### src/rtl/bp_pkg.sv
// Shared definitions for the branch target predictor.
//   - SNT/WNT/WT/ST : 2-bit direction counter states
//   - ctr_inc/ctr_dec : saturating counter steps
//   - bp_index/bp_tag : split a PC into table index and tag for a given
//     index width. The PC is passed zero-extended to MAX_ADDR_W and the
//     caller truncates the result to its own width.
package bp_pkg;

  localparam int MAX_ADDR_W  = 64;
  localparam int MAX_INDEX_W = 8;

  localparam logic [1:0] SNT = 2'd0;
  localparam logic [1:0] WNT = 2'd1;
  localparam logic [1:0] WT  = 2'd2;
  localparam logic [1:0] ST  = 2'd3;

  function automatic logic [1:0] ctr_inc(input logic [1:0] c);
    return (c == ST) ? ST : c + 2'd1;
  endfunction

  function automatic logic [1:0] ctr_dec(input logic [1:0] c);
    return (c == SNT) ? SNT : c - 2'd1;
  endfunction

  // Index = pc[index_w+1:2]; the byte offset pc[1:0] never takes part.
  function automatic logic [MAX_INDEX_W-1:0] bp_index(input logic [MAX_ADDR_W-1:0] pc,
                                                      input int unsigned index_w);
    logic [MAX_ADDR_W-1:0] mask;
    mask = (MAX_ADDR_W'(1) << index_w) - MAX_ADDR_W'(1);
    return MAX_INDEX_W'((pc >> 2) & mask);
  endfunction

  // Tag = everything above the index bits.
  function automatic logic [MAX_ADDR_W-1:0] bp_tag(input logic [MAX_ADDR_W-1:0] pc,
                                                   input int unsigned index_w);
    return pc >> (index_w + 2);
  endfunction

endpackage

### src/rtl/sat_perf_counter.sv
// Saturating event counter.
//   clk   : clock
//   reset : synchronous active-high clear
//   en    : count one event this cycle
//   count : current value, holds at all-ones
module sat_perf_counter #(
  parameter int CNT_W = 16
) (
  input  logic             clk,
  input  logic             reset,
  input  logic             en,
  output logic [CNT_W-1:0] count
);

  logic [CNT_W-1:0] count_reg;

  always_ff @(posedge clk) begin
    if (reset) begin
      count_reg <= '0;
    end else if (en && (count_reg != {CNT_W{1'b1}})) begin
      count_reg <= count_reg + CNT_W'(1);
    end
  end

  assign count = count_reg;

endmodule

### src/rtl/branch_target_predictor.sv
// Direct-mapped branch target buffer with 2-bit direction counters.
// IF gets a same-cycle prediction for if_pc; ID trains the table when a
// branch or jump resolves.
//   clk, reset        : clock, synchronous active-high reset
//   if_pc             : PC being fetched
//   pred_taken/target : prediction for if_pc (target 0 when not taken)
//   upd_*             : resolved branch/jump from ID
//   mispredict        : combinational, upd_valid && pred != actual
//   lookup_count      : saturating count of lookup hits
//   mispredict_count  : saturating count of mispredict cycles
module branch_target_predictor
  import bp_pkg::*;
#(
  parameter int ADDR_W     = 32,
  parameter int ENTRIES    = 16,
  parameter int CNT_W      = 16,
  parameter bit PREDICT_EN = 1'b1
) (
  input  logic              clk,
  input  logic              reset,
  input  logic [ADDR_W-1:0] if_pc,
  output logic              pred_taken,
  output logic [ADDR_W-1:0] pred_target,
  input  logic              upd_valid,
  input  logic [ADDR_W-1:0] upd_pc,
  input  logic              upd_taken,
  input  logic              upd_is_jump,
  input  logic [ADDR_W-1:0] upd_target,
  input  logic              upd_pred_taken,
  output logic              mispredict,
  output logic [CNT_W-1:0]  lookup_count,
  output logic [CNT_W-1:0]  mispredict_count
);

  localparam int INDEX_W = $clog2(ENTRIES);
  localparam int TAG_W   = ADDR_W - INDEX_W - 2;

  // Flattened views of the per-entry registers for the read muxes.
  logic [ENTRIES-1:0] valid_vec;
  logic [TAG_W-1:0]   tag_arr    [ENTRIES];
  logic [ADDR_W-1:0]  target_arr [ENTRIES];
  logic [1:0]         ctr_arr    [ENTRIES];

  logic [INDEX_W-1:0] if_idx;
  logic [TAG_W-1:0]   if_tag;
  logic [INDEX_W-1:0] upd_idx;
  logic [TAG_W-1:0]   upd_tag;

  assign if_idx  = INDEX_W'(bp_index(MAX_ADDR_W'(if_pc), INDEX_W));
  assign if_tag  = TAG_W'(bp_tag(MAX_ADDR_W'(if_pc), INDEX_W));
  assign upd_idx = INDEX_W'(bp_index(MAX_ADDR_W'(upd_pc), INDEX_W));
  assign upd_tag = TAG_W'(bp_tag(MAX_ADDR_W'(upd_pc), INDEX_W));

  // ---------------- lookup (combinational, no bypass of same-cycle update)
  logic lookup_hit;

  assign lookup_hit  = valid_vec[if_idx] && (tag_arr[if_idx] == if_tag);
  assign pred_taken  = PREDICT_EN && lookup_hit && ctr_arr[if_idx][1];
  assign pred_target = pred_taken ? target_arr[if_idx] : '0;

  // ---------------- update decode
  logic       upd_hit;
  logic       ctr_we;
  logic       target_we;
  logic [1:0] ctr_next;

  assign upd_hit = valid_vec[upd_idx] && (tag_arr[upd_idx] == upd_tag);

  // Counter/valid are touched on any hit, or on a taken miss (allocation).
  assign ctr_we = upd_valid && (upd_hit || upd_taken);
  // Target (and tag) are written for taken outcomes and for jumps that hit;
  // a not-taken hit keeps the old target.
  assign target_we = upd_valid && (upd_taken || (upd_hit && upd_is_jump));

  always_comb begin
    ctr_next = WT;
    if (upd_hit) begin
      if (upd_is_jump) begin
        ctr_next = ST;
      end else if (upd_taken) begin
        ctr_next = ctr_inc(ctr_arr[upd_idx]);
      end else begin
        ctr_next = ctr_dec(ctr_arr[upd_idx]);
      end
    end else begin
      ctr_next = upd_is_jump ? ST : WT;
    end
  end

  // ---------------- table storage, one register set per entry
  genvar gi;
  generate
    for (gi = 0; gi < ENTRIES; gi++) begin : g_entry
      logic              valid_reg;
      logic [1:0]        ctr_reg;
      logic [TAG_W-1:0]  tag_reg;
      logic [ADDR_W-1:0] target_reg;
      logic              sel;

      assign sel = (upd_idx == INDEX_W'(gi));

      // Reset wins over a same-cycle update, so that update is discarded.
      always_ff @(posedge clk) begin
        if (reset) begin
          valid_reg <= 1'b0;
          ctr_reg   <= SNT;
        end else if (ctr_we && sel) begin
          valid_reg <= 1'b1;
          ctr_reg   <= ctr_next;
        end
      end

      // Tag/target need no clearing: valid gates every use of them.
      always_ff @(posedge clk) begin
        if (!reset && target_we && sel) begin
          tag_reg    <= upd_tag;
          target_reg <= upd_target;
        end
      end

      assign valid_vec[gi]  = valid_reg;
      assign ctr_arr[gi]    = ctr_reg;
      assign tag_arr[gi]    = tag_reg;
      assign target_arr[gi] = target_reg;
    end
  endgenerate

  // ---------------- misprediction and performance counters
  assign mispredict = upd_valid && (upd_pred_taken != upd_taken);

  sat_perf_counter #(.CNT_W(CNT_W)) u_lookup_cnt (
    .clk   (clk),
    .reset (reset),
    .en    (lookup_hit),
    .count (lookup_count)
  );

  sat_perf_counter #(.CNT_W(CNT_W)) u_mispredict_cnt (
    .clk   (clk),
    .reset (reset),
    .en    (mispredict),
    .count (mispredict_count)
  );

endmodule

### config.mk
export PLATFORM = sky130hd
export DESIGN_NAME = branch_target_predictor
export DESIGN_NICKNAME = d
export VERILOG_FILES = /design/src/rtl/bp_pkg.sv /design/src/rtl/sat_perf_counter.sv /design/src/rtl/branch_target_predictor.sv
export SDC_FILE = /design/constraint.sdc
export NUM_CORES = 1
export LEC_CHECK = 0
export ABC_AREA = 0
export BUFFER_PORTS_ARGS = -buffer_cell sky130_fd_sc_hd__clkbuf_2
export CAP_MARGIN = 20
export CELL_PAD_IN_SITES_DETAIL_PLACEMENT = 1
export CELL_PAD_IN_SITES_GLOBAL_PLACEMENT = 1
export CORE_ASPECT_RATIO = 1.1
export CORE_UTILIZATION = 36
export CTS_CLUSTER_DIAMETER = 30
export CTS_CLUSTER_SIZE = 40
export DETAILED_ROUTE_END_ITERATION = 16
export PLACE_DENSITY = 0.6
export SETUP_SLACK_MARGIN = 0.4
export SLEW_MARGIN = 20
export SYNTH_ARGS = -nofsm -noshare
export SYNTH_HDL_FRONTEND = slang
export SYNTH_SLANG_ARGS = --single-unit
export TNS_END_PERCENT = 5
### constraint.sdc
create_clock -name clk -period 8.78 [get_ports clk]
set_clock_uncertainty 0.15 [all_clocks]
set_input_delay 0 -clock clk [delete_from_list [all_inputs] [get_ports clk]]
set_output_delay 0 -clock clk [all_outputs]
set_load 0.05 [all_outputs]
==> flow_metrics.py <==
metrics = {
    "die": {
        "pin_count": 168,
        "die_width_um": 335,
        "row_count": 134,
        "die_area_um2": 124000,
        "design.core.area_um2": 121000,
        "die_y_um": 369,
        "start_util": 0.363,
    },
    "synth": {
        "synth_mux_area_frac": 0.233,
        "synthCells": 2271,
        "synth_enable_flop_cells": 928,
        "synth_flop_cell": "sky130_fd_sc_hd__edfxtp_1",
        "seq_area_frac_synth": 0.669,
        "synthesized_area_fraction_occupied_by_xor_and_xnor_cells": 0.0149,
        "yosys_warn_count": 0,
        "synth_fa_ha_area_frac": 0.00102,
        "synth_compound_gate_area_share": 0.0273,
        "synth-async-reset-ratio": 0,
        "mappedNetlistNets": 2375,
        "synth_top_family_by_area": "multiplexers",
        "synthesis.area_um2": 44000,
        "synthDominantCellAreaShare": 0.633,
        "postSynthAreaPerCell_um2": 19.4,
        "synth_simple_gate_area_frac": 0.0357,
        "yosysTopAreaCell": "sky130_fd_sc_hd__edfxtp_1",
        "synthDistinctLibCells": 69,
        "synth.top_cells.by_area": "sky130_fd_sc_hd__edfxtp_1 (63%), sky130_fd_sc_hd__mux4_2 (19%), sky130_fd_sc_hd__dfxtp_1 (3.6%), sky130_fd_sc_hd__mux2i_1 (2.7%), sky130_fd_sc_hd__mux2_2 (1.2%)",
        "ys_seq_elements": 1008,
    },
    "setup_path": {
        "timing.critical_path.slowest_cell_delay_ps": 1050,
        "worst_ep_arrival_time_ps": 6330,
        "ff2ff_setup_slack_ps": 2750,
        "worstRegToRegCells": 11,
        "timing.setup.critical_path_class": "flop to flop",
        "critical_path_required_ps": 9080,
        "crit_fanout": 33,
        "timing.rr.start": "g_entry[0].tag_reg[20]$_DFFE_PP_",
        "critPathCaptureType": "flop",
        "slowest_stage": "sky130_fd_sc_hd__or4b_2",
        "worstPathCellList": "nor2b_1, a2111oi_0, o41ai_1, a2111oi_0, a41oi_1, nor2_1, a31oi_4, buf_4, or4b_2, nor2b_4, buf_4",
        "critical_path_buf_inv_count": 2,
        "worstReg2RegEnd": "g_entry[0].tag_reg[12]$_DFFE_PP_",
        "startpoint_type": "flop",
        "cell_family_contributing_the_most_delay_on_the_critical_path": "simple AND/OR/NAND/NOR gates",
    },
    "sta": {
        "timing_max_transition_violations_final": 0,
        "rsz_0062_raised_after_global_routing": "no",
        "timing_worst_slew_pin_value_ps": 1110,
        "setup_total_negative_slack_ps": 0,
        "hold_violations": 0,
        "min_period_over_period": 0.687,
        "achievable-frequency_mhz": 166,
        "finalWorstPathRequiredPeriod_ps": 6030,
        "timing.max_slew.rel_slack": 0.256,
        "setup_viol": 0,
    },
    "cts": {
        "cts.sink_count": 1008,
        "tritoncts": "yes",
        "cts-root-buf": "sky130_fd_sc_hd__clkbuf_16",
        "numCtsBuffers": 215,
        "cts-root-to-sink-buffers": 3,
        "register_clock_pin_slew_on_the_reported_worst_setup_and_hold_paths_ps": 50,
        "worst_skew_pair.late_latency_ps": 800,
        "h-tree-depth": 4,
    },
    "global_route": {
        "vias_in_the_first_global_route": 27000,
        "grt_antenna_before_repair": 9,
        "grt_max_degree": 85,
        "first_pass_grt_wire_length_mm": 189,
        "gr-usage-all-layers": 0.211,
        "overflow": 0,
    },
    "worst_hold_path": {
        "min_to": "g_entry[14].target_reg[5]$_DFFE_PP_",
        "timing.hold.worst_path_depth": 2,
        "hp-class": "primary input to flop",
        "hold_path.startpoint": "upd_target[5]",
    },
    "route": {
        "detail_route.wirelength.met1_mm": 55.4,
        "drtIter0Drc": 2122,
        "drt-pass1-iter-count": 5,
        "detailroute.via_count": 24900,
        "detail_route.wirelength_mm": 129,
        "drcViolationCount": 0,
        "met2WireLength_mm": 63.5,
        "drtAntennaViolNets": 0,
        "highest_layer": "met5",
        "avgRoutedWirePerCell_um": 28.8,
        "met3_length_mm": 7.38,
        "route.detailed.vias_per_inst": 5.55,
    },
    "pwr": {
        "vdd_ir_drop_max_mv": 0.174,
        "cellPowerDensity_nw_per_um2": 255,
        "total_power_mw": 14.1,
        "power.static_leakage_nw": 18.5,
    },
    "finish": {
        "most_frequent_cells_in_the_layout": "sky130_fd_sc_hd__edfxtp_1 (928), sky130_fd_sc_hd__mux4_2 (379), sky130_fd_sc_hd__clkbuf_16 (217)",
        "finish.net_count": 2757,
        "final_layout_size_suffix_gt1_frac": 0.372,
        "area_delta_synth_final_pct": 25.6,
        "largest_register_ff_count": 512,
        "layout.cells.most_common": "sky130_fd_sc_hd__edfxtp_1",
    },
    "run": {
        "drv_cap": 0,
    },
    "placement": {
        "gp_congestion": 0.838,
        "dp_hpwl_mm": 74.7,
        "port-buffer-count": 163,
    },
    "run_status": {
        "run_status": "finished clean",
    },
}
layout make-up:
cell class                 instances  area (um2)
antenna                            3        7.51
clock buffer                     240        5560
clock inverter                   166        1900
fill                           11500       66100
inverter                          29         111
multi-input combinational       1089       13800
sequential                      1008       29500
tap                             1632        2040
timing repair buffer             310        2380
cells by family (layout without fill, tap and decap cells):
| group | Yosys count | after routing |
|---|---|---|
| flip-flops | 1008 | 1008 |
| multiplexers | 544 | 544 |
| AND/OR/NAND/NOR | 299 | 299 |
| buffers and inverters | 174 | 745 |
| AO/OA/AOI/OAI | 167 | 167 |
| XOR/XNOR | 75 | 75 |
| adder cells (fa/ha/maj) | 4 | 4 |
| other | 0 | 3 |
how the worst max path moves through the flow:
| stage | startpoint | end | slack [ps] | cells past startpoint |
|---|---|---|---|---|
| global route | g_entry[0].tag_reg[20]$_DFFE_PP_ | g_entry[13].tag_reg[21]$_DFFE_PP_ | 2550 | 11 |
| floorplan | upd_pc[3] | g_entry[11].tag_reg[0]$_DFFE_PP_ | 1340 | 14 |
| global placement | upd_pc[5] | g_entry[15].tag_reg[12]$_DFFE_PP_ | 1790 | 11 |
| detailed placement | upd_pc[5] | g_entry[0].target_reg[25]$_DFFE_PP_ | 1990 | 11 |
| finish | g_entry[0].tag_reg[20]$_DFFE_PP_ | g_entry[0].tag_reg[12]$_DFFE_PP_ | 2750 | 11 |
| CTS | g_entry[0].tag_reg[20]$_DFFE_PP_ | g_entry[0].tag_reg[18]$_DFFE_PP_ | 2730 | 11 |
metrics by stage:
step           cell area, um2  hold WS, ps   util  instances  setup slack, ps
3_3_place_gp            47000          222  0.387       3982             1790
3_5_place_dp            47000          252  0.387       3983             1990
2_1_floorplan           44000        -51.1      -       2271             1340
6_report                55300         36.8  0.456       4477             2750
5_1_grt                 55300         39.3  0.456       4476             2550
4_1_cts                 55300         1.51  0.456       4474             2730
synthesized netlist by cell type (all sizes together), types with 6 or more instances:
cell type and instances:
and3 38, nor4 8, or3 6, nand4 17
mux4 379, o22ai 13, nand2b 9, nor2 68
inv 26, xnor2 51, nor2b 32, mux2i 118
mux2 47, a211oi 19, o21ai 13, dfxtp 80
xor2 24, a221oi 7, nand2 62, a21oi 37
buf 86, clkbuf 59, edfxtp 928, nor3 24
a22oi 10, o21ba 16, nand3 21
routing by layer:
metal	GRT usage	vias to the layer above
met4	0.0627	12
li1	-	10400
met5	0	-
met2	0.345	863
met1	0.285	13400
met3	0.0421	192
power breakdown:
part           total, mW  leakage, nW  switching, mW  internal, mW
Sequential          5.29         8.99         0.0112          5.28
Clock               8.11         3.54           2.70          5.41
Combinational      0.706         5.94          0.406         0.300
Total               14.1         18.5           3.12          11.0
repair_timing:
action / in CTS / in global routing
hold endpoints to repair: 1008 / 0
buffers inserted: 0 / 0
hold buffers: 85 / 0
resized for setup: 0 / 0
No activity file was read; power rests on OpenSTA's default activity.
